[src/rtl/seven_seg_scanner.sv]
// seven_seg_scanner
//   N-digit multiplexed 7-segment driver. A prescaler divides clk into digit
//   slots; each slot opens with DEAD_CYCLES dark cycles (anti-ghosting), then
//   lights one digit with its hex-decoded nibble. Display data is held in a
//   shadow register that only changes at frame boundaries (or while disabled),
//   so a frame never shows a mix of old and new values.
// Ports
//   clk, rst_n   clock (rising edge), asynchronous active-low reset
//   enable       0: display dark, scan parked at the top digit slot
//   load         1-cycle strobe capturing data/dp_in
//   data         nibble i = data[4i+3:4i], digit 0 is the rightmost
//   dp_in        decimal point per digit
//   blank_lz     suppress leading zeros (digit 0 is never blanked)
//   cathode      digit selects, bit i drives digit i
//   segmentout   {dp,g,f,e,d,c,b,a}
//   frame_done   1-cycle pulse aligned with the last cycle of the digit-0 slot
module seven_seg_scanner #(
    parameter int NUM_DIGITS  = 4,
    parameter int PRESCALE    = 100000,
    parameter int DEAD_CYCLES = 2,
    parameter int SEG_ACT_LOW = 1,
    parameter int CAT_ACT_LOW = 1
) (
    input  logic                    clk,
    input  logic                    rst_n,
    input  logic                    enable,
    input  logic                    load,
    input  logic [4*NUM_DIGITS-1:0] data,
    input  logic [NUM_DIGITS-1:0]   dp_in,
    input  logic                    blank_lz,
    output logic [NUM_DIGITS-1:0]   cathode,
    output logic [7:0]              segmentout,
    output logic                    frame_done
);

    localparam int PW = (PRESCALE > 1) ? $clog2(PRESCALE) : 1;
    localparam int DW = $clog2(NUM_DIGITS);
    localparam logic [PW-1:0] PRESC_MAX = PW'(PRESCALE - 1);
    localparam logic [PW-1:0] DEAD_END  = PW'(DEAD_CYCLES);
    localparam logic [DW-1:0] PTR_TOP   = DW'(NUM_DIGITS - 1);
    localparam logic [7:0]    SEG_INV   = (SEG_ACT_LOW != 0) ? 8'hFF : 8'h00;
    localparam logic [NUM_DIGITS-1:0] CAT_INV =
        (CAT_ACT_LOW != 0) ? {NUM_DIGITS{1'b1}} : {NUM_DIGITS{1'b0}};

    logic [PW-1:0]                 presc;
    logic [DW-1:0]                 ptr;
    logic [NUM_DIGITS-1:0][3:0]    pending, shadow;
    logic [NUM_DIGITS-1:0]         pending_dp, shadow_dp;
    logic                          pending_valid;

    // Active-high segment pattern {g,f,e,d,c,b,a}
    function automatic logic [6:0] hex7(input logic [3:0] v);
        case (v)
            4'h0: hex7 = 7'h3F;
            4'h1: hex7 = 7'h06;
            4'h2: hex7 = 7'h5B;
            4'h3: hex7 = 7'h4F;
            4'h4: hex7 = 7'h66;
            4'h5: hex7 = 7'h6D;
            4'h6: hex7 = 7'h7D;
            4'h7: hex7 = 7'h07;
            4'h8: hex7 = 7'h7F;
            4'h9: hex7 = 7'h6F;
            4'hA: hex7 = 7'h77;
            4'hB: hex7 = 7'h7C;
            4'hC: hex7 = 7'h39;
            4'hD: hex7 = 7'h5E;
            4'hE: hex7 = 7'h79;
            default: hex7 = 7'h71;
        endcase
    endfunction

    // zero_run[i]: nibbles i..NUM_DIGITS-1 of the shadow are all zero
    logic [NUM_DIGITS-1:0] zero_run;
    logic                  run;
    always_comb begin
        zero_run = '0;
        run      = 1'b1;
        for (int i = NUM_DIGITS - 1; i >= 0; i--) begin
            run         = run & (shadow[i] == 4'h0);
            zero_run[i] = run;
        end
    end

    logic                  boundary, dark, blank_now;
    logic [7:0]            seg_on;
    logic [NUM_DIGITS-1:0] cat_sel;

    assign boundary  = (ptr == '0) && (presc == PRESC_MAX);
    assign dark      = (presc < DEAD_END);
    assign blank_now = blank_lz && (ptr != '0) && zero_run[ptr];
    assign seg_on    = {shadow_dp[ptr], blank_now ? 7'h00 : hex7(shadow[ptr])};
    assign cat_sel   = {{(NUM_DIGITS-1){1'b0}}, 1'b1} << ptr;

    always_ff @(posedge clk or negedge rst_n) begin
        if (!rst_n) begin
            presc         <= '0;
            ptr           <= PTR_TOP;
            pending       <= '0;
            pending_dp    <= '0;
            pending_valid <= 1'b0;
            shadow        <= '0;
            shadow_dp     <= '0;
            cathode       <= CAT_INV;
            segmentout    <= SEG_INV;
            frame_done    <= 1'b0;
        end else if (!enable) begin
            presc      <= '0;
            ptr        <= PTR_TOP;
            cathode    <= CAT_INV;
            segmentout <= SEG_INV;
            frame_done <= 1'b0;
            // Nothing is on screen, so publish new data right away; the first
            // frame after enable rises then shows the latest values.
            if (load) begin
                shadow    <= data;
                shadow_dp <= dp_in;
            end else if (pending_valid) begin
                shadow    <= pending;
                shadow_dp <= pending_dp;
            end
            pending_valid <= 1'b0;
        end else begin
            frame_done <= boundary;
            if (presc == PRESC_MAX) begin
                presc <= '0;
                ptr   <= (ptr == '0) ? PTR_TOP : ptr - 1'b1;
            end else begin
                presc <= presc + 1'b1;
            end

            cathode    <= dark ? CAT_INV : (cat_sel ^ CAT_INV);
            segmentout <= dark ? SEG_INV : (seg_on ^ SEG_INV);

            // A load landing on the boundary itself bypasses pending.
            if (boundary) begin
                if (load) begin
                    shadow    <= data;
                    shadow_dp <= dp_in;
                end else if (pending_valid) begin
                    shadow    <= pending;
                    shadow_dp <= pending_dp;
                end
                pending_valid <= 1'b0;
            end else if (load) begin
                pending       <= data;
                pending_dp    <= dp_in;
                pending_valid <= 1'b1;
            end
        end
    end

endmodule

[config.mk]
export PLATFORM = sky130hd
export DESIGN_NAME = seven_seg_scanner
export DESIGN_NICKNAME = d
export VERILOG_FILES = /design/src/rtl/seven_seg_scanner.sv
export SDC_FILE = /design/constraint.sdc
export NUM_CORES = 1
export LEC_CHECK = 0
export BUFFER_PORTS_ARGS = -buffer_cell sky130_fd_sc_hd__buf_2
export CORE_ASPECT_RATIO = 0.8
export CORE_MARGIN = 3
export CORE_UTILIZATION = 59
export CTS_CLUSTER_DIAMETER = 120
export DETAILED_ROUTE_END_ITERATION = 16
export PLACE_DENSITY_LB_ADDON = 0.15
export SYNTH_ARGS = -nofsm -noshare
export SYNTH_HDL_FRONTEND = slang
export SYNTH_SLANG_ARGS = --single-unit
[constraint.sdc]
create_clock -name clk -period 3 [get_ports clk]
set_clock_uncertainty 0.15 [all_clocks]
set_input_delay 0 -clock clk [delete_from_list [all_inputs] [get_ports clk]]
set_output_delay 0 -clock clk [all_outputs]
set_load 0.01 [all_outputs]
==> results of run 1 <==
==> flip-flops by register name, indices dropped and copies added, names as in the netlist <==
signal,count
shadow_dp,4
shadow,16
presc,17
cathode,4
pending_dp,4
ptr,2
pending,16
frame_done,1
pending_valid,1
segmentout,8
==> how the worst max path moves through the flow <==
stage | startpoint | end | cells past startpoint
5_1_grt | ptr[0] | shadow[1] | 8
4_1_cts | ptr[0] | pending[1] | 6
3_5_place_dp | ptr[0] | pending[1] | 6
3_3_place_gp | ptr[0] | pending[14] | 6
6_report | ptr[0] | pending[1] | 6
2_1_floorplan | ptr[1] | pending[11] | 9
==> through the flow <==
stage / cells / hold WS [ps] / utilization (%) / worst slack [ps]
final: 489 / 135.1 / 73.50 / 466.5
after global routing: 489 / 212.2 / 73.50 / 257.1
after CTS: 489 / 117.6 / 73.50 / 467.6
after detailed placement: 447 / -12.04 / 65.50 / 484.3
after global placement: 447 / -16.56 / 65.50 / 562.3
after floorplan: 345 / -445.6 / - / 583.1
==> Yosys cell counts, types with 3 or more instances <==
master,n
nand2_1,28
a221o_1,3
xor2_1,7
ha_1,11
a41o_1,3
o211ai_1,3
o2bb2ai_1,3
nor4_1,6
nor2b_1,5
a21oi_1,5
xnor2_1,9
nor3_1,4
buf_2,3
nand4_1,3
dfrtp_1,59
nand3_1,26
and3_1,4
dfstp_2,14
or2_2,3
o21a_1,3
a2bb2oi_1,15
buf_6,3
buf_4,3
clkbuf_1,9
nor2_1,25
o21ai_0,17
inv_1,22
mux4_2,6
mux2_2,19
==> cell usage in the layout, fill, tap and decap left out, drive strengths merged, types with 2 or more instances in the layout <==
cell type,count
a21oi,5
a221o,3
a2bb2oi,15
a41o,3
and3,4
and4,2
buf,41
bufinv,2
clkbuf,11
clkinv,4
dfrtp,59
dfstp,14
dlygate4sd3,26
ha,11
inv,22
mux2,19
mux4,6
nand2,29
nand2b,2
nand3,26
nand4,3
nor2,25
nor2b,5
nor3,4
nor4,8
o211ai,3
o21a,3
o21ai,18
o2bb2ai,3
or2,3
xnor2,9
xor2,7
==> power groups by stage <==
stage / logic (mW) / clock network (mW) / registers [mW]
after floorplan: 0.244 / 0 / 1.15
after global placement: 0.319 / 0 / 1.17
after detailed placement: 0.331 / 0 / 1.17
after CTS: 0.358 / 0.864 / 1.15
after global routing: 0.401 / 0.920 / 1.17
final: 0.355 / 0.853 / 1.15
==> cell families after synthesis <==
group,count (synthesis),share of synthesized area (%)
muxes,26,9.657
and+or+nand+nor,115,15.51
buffers and inverters,43,5.383
DFF,73,49.60
adders and majority gates,11,3.701
AOI/OAI and AO/OA,61,12.38
xor gates and xnor gates,16,3.769
==> routing by layer <==
layer  GRT usage, %  part of all wire [%]  routed length, um
met1          36.32                    49               3750
met2          34.41                    44               3403
met3          5.784                   5.4                412
met4          7.637                   1.4                105
met5              0                     0                  0
==> repair_timing <==
item | 4_1_cts | 5_1_grt
hold endpoints to repair | 93 | 0
hold buffers | 26 | 0
gates resized for setup | 0 | 0
==> critical path, stage by stage, from the launching register on <==
cell and delay (ps):
dfstp_2 440, inv_1 160, ha_1 410, nand2_1 150, o31ai_4 220, or2_2 490, mux2_2 400
==> final cells by class <==
type | count | area (um2) | area share [%]
inverter | 23 | 86.33 | 1.956
tap | 81 | 101.3 | 2.296
timing repair buffer | 67 | 488.0 | 11.05
clock buffer | 11 | 141.4 | 3.203
multi-input combinational | 229 | 1674 | 37.93
clock inverter | 5 | 78.83 | 1.786
sequential | 73 | 1844 | 41.78
==> summary.txt, run 1 <==
Vias in the first global route = 2744
Worst endpoint required time = 3080 ps
Slew @ Worst Pin = 807.2 ps
DP Area = 3934 um2
Combinational share of power = 15.0%
Post-synth top area share = 39.70%
H-tree levels = 3
Post-CTS setup buffers = 0
WP data arrival = 2620 ps
Reg clk slew, reported paths = 80 ps
Die X-Extent = 94.76 um
All-Layer GR Usage = 24.11%
Post-Route WL = 7671 um
Final setup violation count = 0
Peak VDD IR = 0.3230 mV
Overall die height = 77.01 um
Seq pwr share = 48.9%
Asr flop ratio synth = 100.0%
Clock root cell = clkbuf_8
GPL Wtd Cong = 0.8271
Synthesized flop and latch total = 73
Slew HR = 46.19%
Initial Utilization = 61.92%
Psw = 0.6004 mW
Clock Tree Buf Depth = 2
GRT overflow = 0
Rows = 25
Switching share of power = 25.41%
Clock power frac = 36.1%
Outcome = complete, no violations
Reg-to-reg slack, setup = 470 ps
Initial antenna violation count = 0
IO Count = 38
Tmin final = 2533 ps
Clock sink total = 73
Hpwl dp = 5203 um
Seq/Total Area, Yosys = 49.60%
Antenna diodes = 0
Crit-path max FO = 20
Crit start category = register
Max Cap Viol = 0
Unrepaired setup endpoints after global routing = false
Fillers = 466
Nets = 439
Mapped Area = 3719 um2
Synth area leader = dfrtp_1
TritonCTS clock tree = done
First-pass GRT wire length = 13610 um
Synth area leaders = dfrtp_1 40%, dfstp_2 9.9%, mux2_2 5.8%, ha_1 3.7%, mux4_2 3.6%
Sum Neg Setup Slack = 0 ps
Die area = 7297 um2
Vias per inst = 5.626
Share of cells above drive strength 1 = 25.49%
Cell area power density = 535.2 nW/um2
Avg WL per Cell = 15.69 um
Fin. Hold Viols = 0
Hold crit path type = input port to async pin
Leak = 1.942 nW
Syn Nets = 381
First-pass iteration count of the detailed router = 4
Internal power = 1.762 mW
Initial DRC Count = 169
Largest net degree at the start of global routing = 40
Most used DFF post-synth = dfrtp_1
Total CTS buffers = 9
Post-synth EDFFs = 0
Post-synth cell types = 50
DRT antenna net count = 0
Buffers on Ports = 37
Total power = 2.363 mW
Cell area after layout = 4414 um2
FF-to-FF End = pending[1]
Reg2Reg Depth = 6
DRC = 0
Final worst path period share = 84.45%
R2r startpoint = ptr[0]
Element type at the critical path end = register
Final Max Slew Viols = 0
Warnings from Yosys = 0
Synthesized area per cell = 10.78 um2
P&R area growth vs syn = 18.71%
Setup Crit Path Kind = register to register
Cell count after synthesis = 345
Worst-Skew Late Latency = 350 ps
Peak Freq = 394.7 MHz
DR vias = 2751
Core ar. = 6006 um2
Power figures use the tool's default switching activity.
==> run 2: changes to the inputs <==
- ABC_AREA: unset -> 1
- clock period: 3 -> 2.5 ns (I/O delays scaled with it)
==> summary.txt, run 2 <==
Cell count after synthesis = 548
DR vias = 3639
DP Area = 4228 um2
Most used DFF post-synth = dfrtp_1
Element type at the critical path end = register
Peak Freq = 440.9 MHz
Share of cells above drive strength 1 = 13.98%
Slew @ Worst Pin = 894.0 ps
Post-synth cell types = 33
Cell area power density = 642.1 nW/um2
WP data arrival = 2410 ps
Multi-input logic area = 1894 um2
Nets = 639
Vias in the first global route = 3347
DRC = 0
Core ar. = 6506 um2
Largest net degree at the start of global routing = 74
Fin. Hold Viols = 0
Met1 GRT Util = 34.33%
Worst endpoint required time = 2640 ps
Clock Tree Buf Depth = 2
First-pass iteration count of the detailed router = 4
P&R area growth vs syn = 16.92%
Post-synth top area share = 36.69%
Unrepaired setup endpoints after global routing = false
TritonCTS clock tree = done
Fillers = 518
Final Max Slew Viols = 0
Warnings from Yosys = 0
Synth area leader = dfrtp_1
Largest register FFs = 17
H-tree levels = 3
CP top delay family = buffers and inverters
GPL Wtd Cong = 0.8883
Reg area = 1844 um2
Peak VDD IR = 0.5248 mV
Slew HR = 40.40%
All-Layer GR Usage = 24.47%
Crit-path max FO = 22
CTS resizes = 0
Met2 Usage GRT = 37.38%
Die X-Extent = 98.33 um
Hpwl dp = 6079 um
Tmin final = 2268 ps
Synth cell count leaders = 226 x nand2_1, 63 x nor2_1, 59 x dfrtp_1
Max Cap Viol = 0
Final setup violation count = 0
IO Count = 38
Cell Chain, Critical Path = inv_1 -> ha_1 -> nand3_4 -> nand2_4 -> a21oi_1 -> dlygate4sd3_1
Asr flop ratio synth = 100.0%
Setup Crit Path Kind = register to register
Worst-Skew Late Latency = 350 ps
Vias per inst = 5.259
Largest Register = presc
Gr busiest metal = met2
Initial DRC Count = 251
Sum Neg Setup Slack = 0 ps
DRT antenna net count = 0
Overall die height = 79.87 um
Mapped Area = 4024 um2
Final worst path period share = 90.72%
Synthesized area per cell = 7.343 um2
Critical-path top delay cell = dfstp_2
Post-Route WL = 8851 um
Outcome = complete, no violations
Seq/Total Area, Yosys = 45.83%
Total CTS buffers = 9
Post-synth EDFFs = 0
GRT overflow = 0
Avg WL per Cell = 12.79 um
Initial Utilization = 61.85%
Cell area after layout = 4705 um2
Syn Nets = 584
Antenna diodes = 0
Crit start category = register
Most common cell in the netlist = nand2_1
Rows = 26
Clock sink total = 73
Largest regs = presc: 17 flops, pending: 16 flops, shadow: 16 flops
Most common cell after layout, fill and taps aside = nand2_1
Commonest cells after routing, fill and taps aside = 226 x nand2_1, 63 x nor2_1, 59 x dfrtp_1
Met3 usage = 6.638%
Synth area leaders = dfrtp_1 37%, nand2_1 21%, dfstp_2 9.1%, nand3_1 6.0%, nor2_1 5.9%
CP Buf/Inv Count = 2
Slowest stage delay, CP = 630 ps
Clock root cell = clkbuf_8
First-pass GRT wire length = 15500 um
Final hold slack = 232.8 ps
Synthesized flop and latch total = 73
Reg clk slew, reported paths = 80 ps
Buffers on Ports = 37
Hold crit path type = input port to register
Initial antenna violation count = 0
Leak = 2.407 nW
Die area = 7853 um2
-- run 2: kinds of logic after synthesis --
| logic type | Yosys count | synth area share, % |
|---|---|---|
| simple gates | 378 | 39.93 |
| xor+xnor | 5 | 1.088 |
| compound gates | 18 | 2.643 |
| flops | 73 | 45.83 |
| buf+inv | 63 | 7.089 |
| fa+ha+maj | 11 | 3.420 |
-- run 2: worst reg2reg max path, delay by kind of cell, from the launching register on --
kind,cells,cell delay [ps]
AO/OA/AOI/OAI,1,140
flip-flops,1,630
buffers and inverters,2,710
AND/OR/NAND/NOR,2,280
adder cells (fa/ha/maj),1,290
-- run 2: worst paths after layout --
path                       startpoint       endpoint  slack (ps)  cells after the start
hold reg to reg              presc[0]       presc[0]         320                      1
hold / removal               blank_lz  segmentout[1]         230                      7
setup / recovery               ptr[1]  pending_valid         230                      6
max in group asynchronous       rst_n      shadow[4]        1380                      3
min in group asynchronous       rst_n      presc[12]         240                      3
setup reg to reg               ptr[1]  pending_valid         230                      6
-- run 2: area by class of cell --
cell class / instances / share of cell area, %
repair buffers: 68 / 10.16
clock buffers: 11 / 3.218
inverters: 39 / 3.112
flip-flops and latches: 73 / 39.20
clock inverters: 5 / 1.809
well taps: 84 / 2.234
multi-input cells: 412 / 40.27
-- run 2: through the flow --
| stage | setup slack (ps) | total power, mW | util (%) | cells |
|---|---|---|---|---|
| floorplan | 514.9 | 1.771 | - | 548 |
| global route | 110.5 | 3.196 | 72.31 | 692 |
| CTS | 243.9 | 3.038 | 72.31 | 692 |
| global placement | 423.4 | 1.908 | 64.98 | 652 |
| detailed placement | 349.9 | 1.926 | 64.98 | 652 |
| finish | 231.9 | 3.021 | 72.31 | 692 |
-- run 2: layer usage --
metal / vias to the layer above / part of all wire [%]
li1: 1835 / -
met1: 1656 / 47
met2: 135 / 45
met3: 13 / 7.1
met4: 0 / 1.3
met5: - / 0
-- run 2: power by group --
| group | internal [mW] | leakage (nW) | total [mW] | switching (mW) |
|---|---|---|---|---|
| sequential | 1.31 | 0.910 | 1.39 | 0.0785 |
| combinational | 0.208 | 1.38 | 0.554 | 0.346 |
| clock | 0.623 | 0.117 | 1.08 | 0.456 |
-- run 2: what timing repair did --
action / CTS / global route
buffers inserted: 0 / 0
endpoints found under the hold margin: 107 / 0
endpoints found under the setup margin: 0 / 0
hold buffers: 24 / 0
==> run 3: changes to the inputs <==
- CORE_UTILIZATION: 59 -> 62
- CTS_BUF_LIST: unset -> sky130_fd_sc_hd__clkbuf_4 sky130_fd_sc_hd__clkbuf_8
==> summary.txt, run 3 (synthesized netlist as in run 2, its figures left out) <==
Share of cells above drive strength 1 = 14.29%
Seq pwr share = 49.7%
Clock root cell = clkbuf_8
Rows = 25
Reg2Reg Depth = 11
Commonest cells after routing, fill and taps aside = 226 x nand2_1, 63 x nor2_1, 59 x dfrtp_1
Slew @ Worst Pin = 934.8 ps
R2r startpoint = ptr[0]
Reg clk slew, reported paths = 80 ps
First-pass iteration count of the detailed router = 5
Psw = 0.8892 mW
IO Count = 38
Worst-Skew Late Latency = 360 ps
Tmin final = 2122 ps
Core ar. = 6100 um2
Most common cell after layout, fill and taps aside = nand2_1
Internal power = 1.906 mW
H-tree levels = 3
Peak Freq = 471.4 MHz
Combinational share of power = 19.9%
Final Max Slew Viols = 0
GRT overflow = 0
Slowest stage delay, CP = 530 ps
Die X-Extent = 96.07 um
Reg-to-reg slack, setup = 380 ps
CP Buf/Inv Count = 2
Leak = 2.384 nW
Nets = 640
Total CTS buffers = 9
All-Layer GR Usage = 27.34%
First-pass GRT wire length = 16000 um
Element type at the critical path end = register
Worst endpoint required time = 2620 ps
Largest net degree at the start of global routing = 44
Switching share of power = 31.81%
WP data arrival = 2240 ps
Initial Utilization = 65.97%
Max Cap Viol = 0
Die area = 7499 um2
Clock power frac = 30.5%
Peak VDD IR = 0.4020 mV
DP Area = 4239 um2
Post-CTS setup buffers = 0
Hold crit path type = input port to async pin
Cell area after layout = 4649 um2
Cell area power density = 601.2 nW/um2
Multi-input logic area = 1894 um2
Vias in the first global route = 3516
Critical Path Stages = 11
Initial antenna violation count = 0
Largest register FFs = 17
DR vias = 3690
DRT antenna net count = 0
Reg area = 1844 um2
Hpwl dp = 6368 um
Setup Crit Path Kind = register to register
Overall die height = 78.06 um
Unrepaired setup endpoints after global routing = false
Initial DRC Count = 223
Sum Neg Setup Slack = 0 ps
CP most frequent cell = nand2_1
P&R area growth vs syn = 15.55%
Critical-path top delay cell = dfstp_2
Avg WL per Cell = 13.11 um
Fin. Hold Viols = 0
Crit-path max FO = 13
Cell Chain, Critical Path = inv_1 -> nand2_1 -> nand3_1 -> nand2_1 -> inv_1 -> ha_1 -> nand3b_1 -> nand2_1 -> nor2_1 -> nor2_1 -> nand2_1
Total power = 2.795 mW
Final worst path period share = 84.86%
Outcome = complete, no violations
Post-Route WL = 9046 um
Vias per inst = 5.348
Largest Register = presc
DRC = 0
# hold bufs at CTS = 23
GPL Wtd Cong = 0.8981
Antenna diodes = 0
TritonCTS clock tree = done
CTS resizes = 0
Crit start category = register
Clock sink total = 73
Largest regs = presc: 17 flops, pending: 16 flops, shadow: 16 flops
Critical Path Start = ptr[0]
Final setup violation count = 0
CP top delay family = simple AND/OR/NAND/NOR gates
Fillers = 478
Buffers on Ports = 37
Slew HR = 37.68%
Clock Tree Buf Depth = 2
==> run 3: cell types whose count changed in the layout (fill, tap and decap cells not counted), sizes merged <==
| cell | delta |
|---|---|
| buf | +2 |
| clkbuf | -1 |
| dlygate4sd3 | -1 |
| inv | -1 |
| clkinvlp | +1 |
| clkinv | +3 |
| bufinv | -2 |
==> run 3: area by class of cell <==
type / instances / share of cell area [%]
multi-input combinational: 412 / 40.74
sequential: 73 / 39.67
timing repair buffer: 69 / 10.39
inverter: 39 / 3.149
clock buffer: 10 / 2.960
tap: 81 / 2.180
clock inverter: 6 / 0.9150
==> run 3: power groups by stage <==
stage / logic [mW] / registers (mW) / clock network, mW
5_1_grt: 0.642 / 1.40 / 0.917
6_report: 0.555 / 1.39 / 0.852
3_3_place_gp: 0.504 / 1.40 / 0
2_1_floorplan: 0.378 / 1.39 / 0
4_1_cts: 0.552 / 1.39 / 0.860
3_5_place_dp: 0.524 / 1.41 / 0
==> run 3: metrics by stage <==
stage / hold WS (ps) / instances / setup slack, ps / utilization, %
6_report: 171.2 / 690 / 378.5 / 76.23
5_1_grt: 283.7 / 690 / 198.5 / 76.23
4_1_cts: 187.9 / 690 / 390.7 / 76.23
3_5_place_dp: 40.25 / 651 / 407.1 / 69.50
3_3_place_gp: 39.70 / 651 / 426.9 / 69.50
2_1_floorplan: -445.6 / 548 / 514.9 / -
==> run 3: path summary, 6_finish.rpt <==
check / to
worst max-delay path: segmentout[6]
worst min-delay path: presc[8]
worst max register to register: segmentout[6]
worst min register to register: presc[0]
max in group asynchronous: pending[9]
min in group clk: segmentout[0]
==> run 3: layer usage <==
metal	part of all wire [%]	GRT usage [%]
met5	0	0
met4	1.4	8.807
met3	7.9	7.471
met2	43	41.08
met1	48	38.39
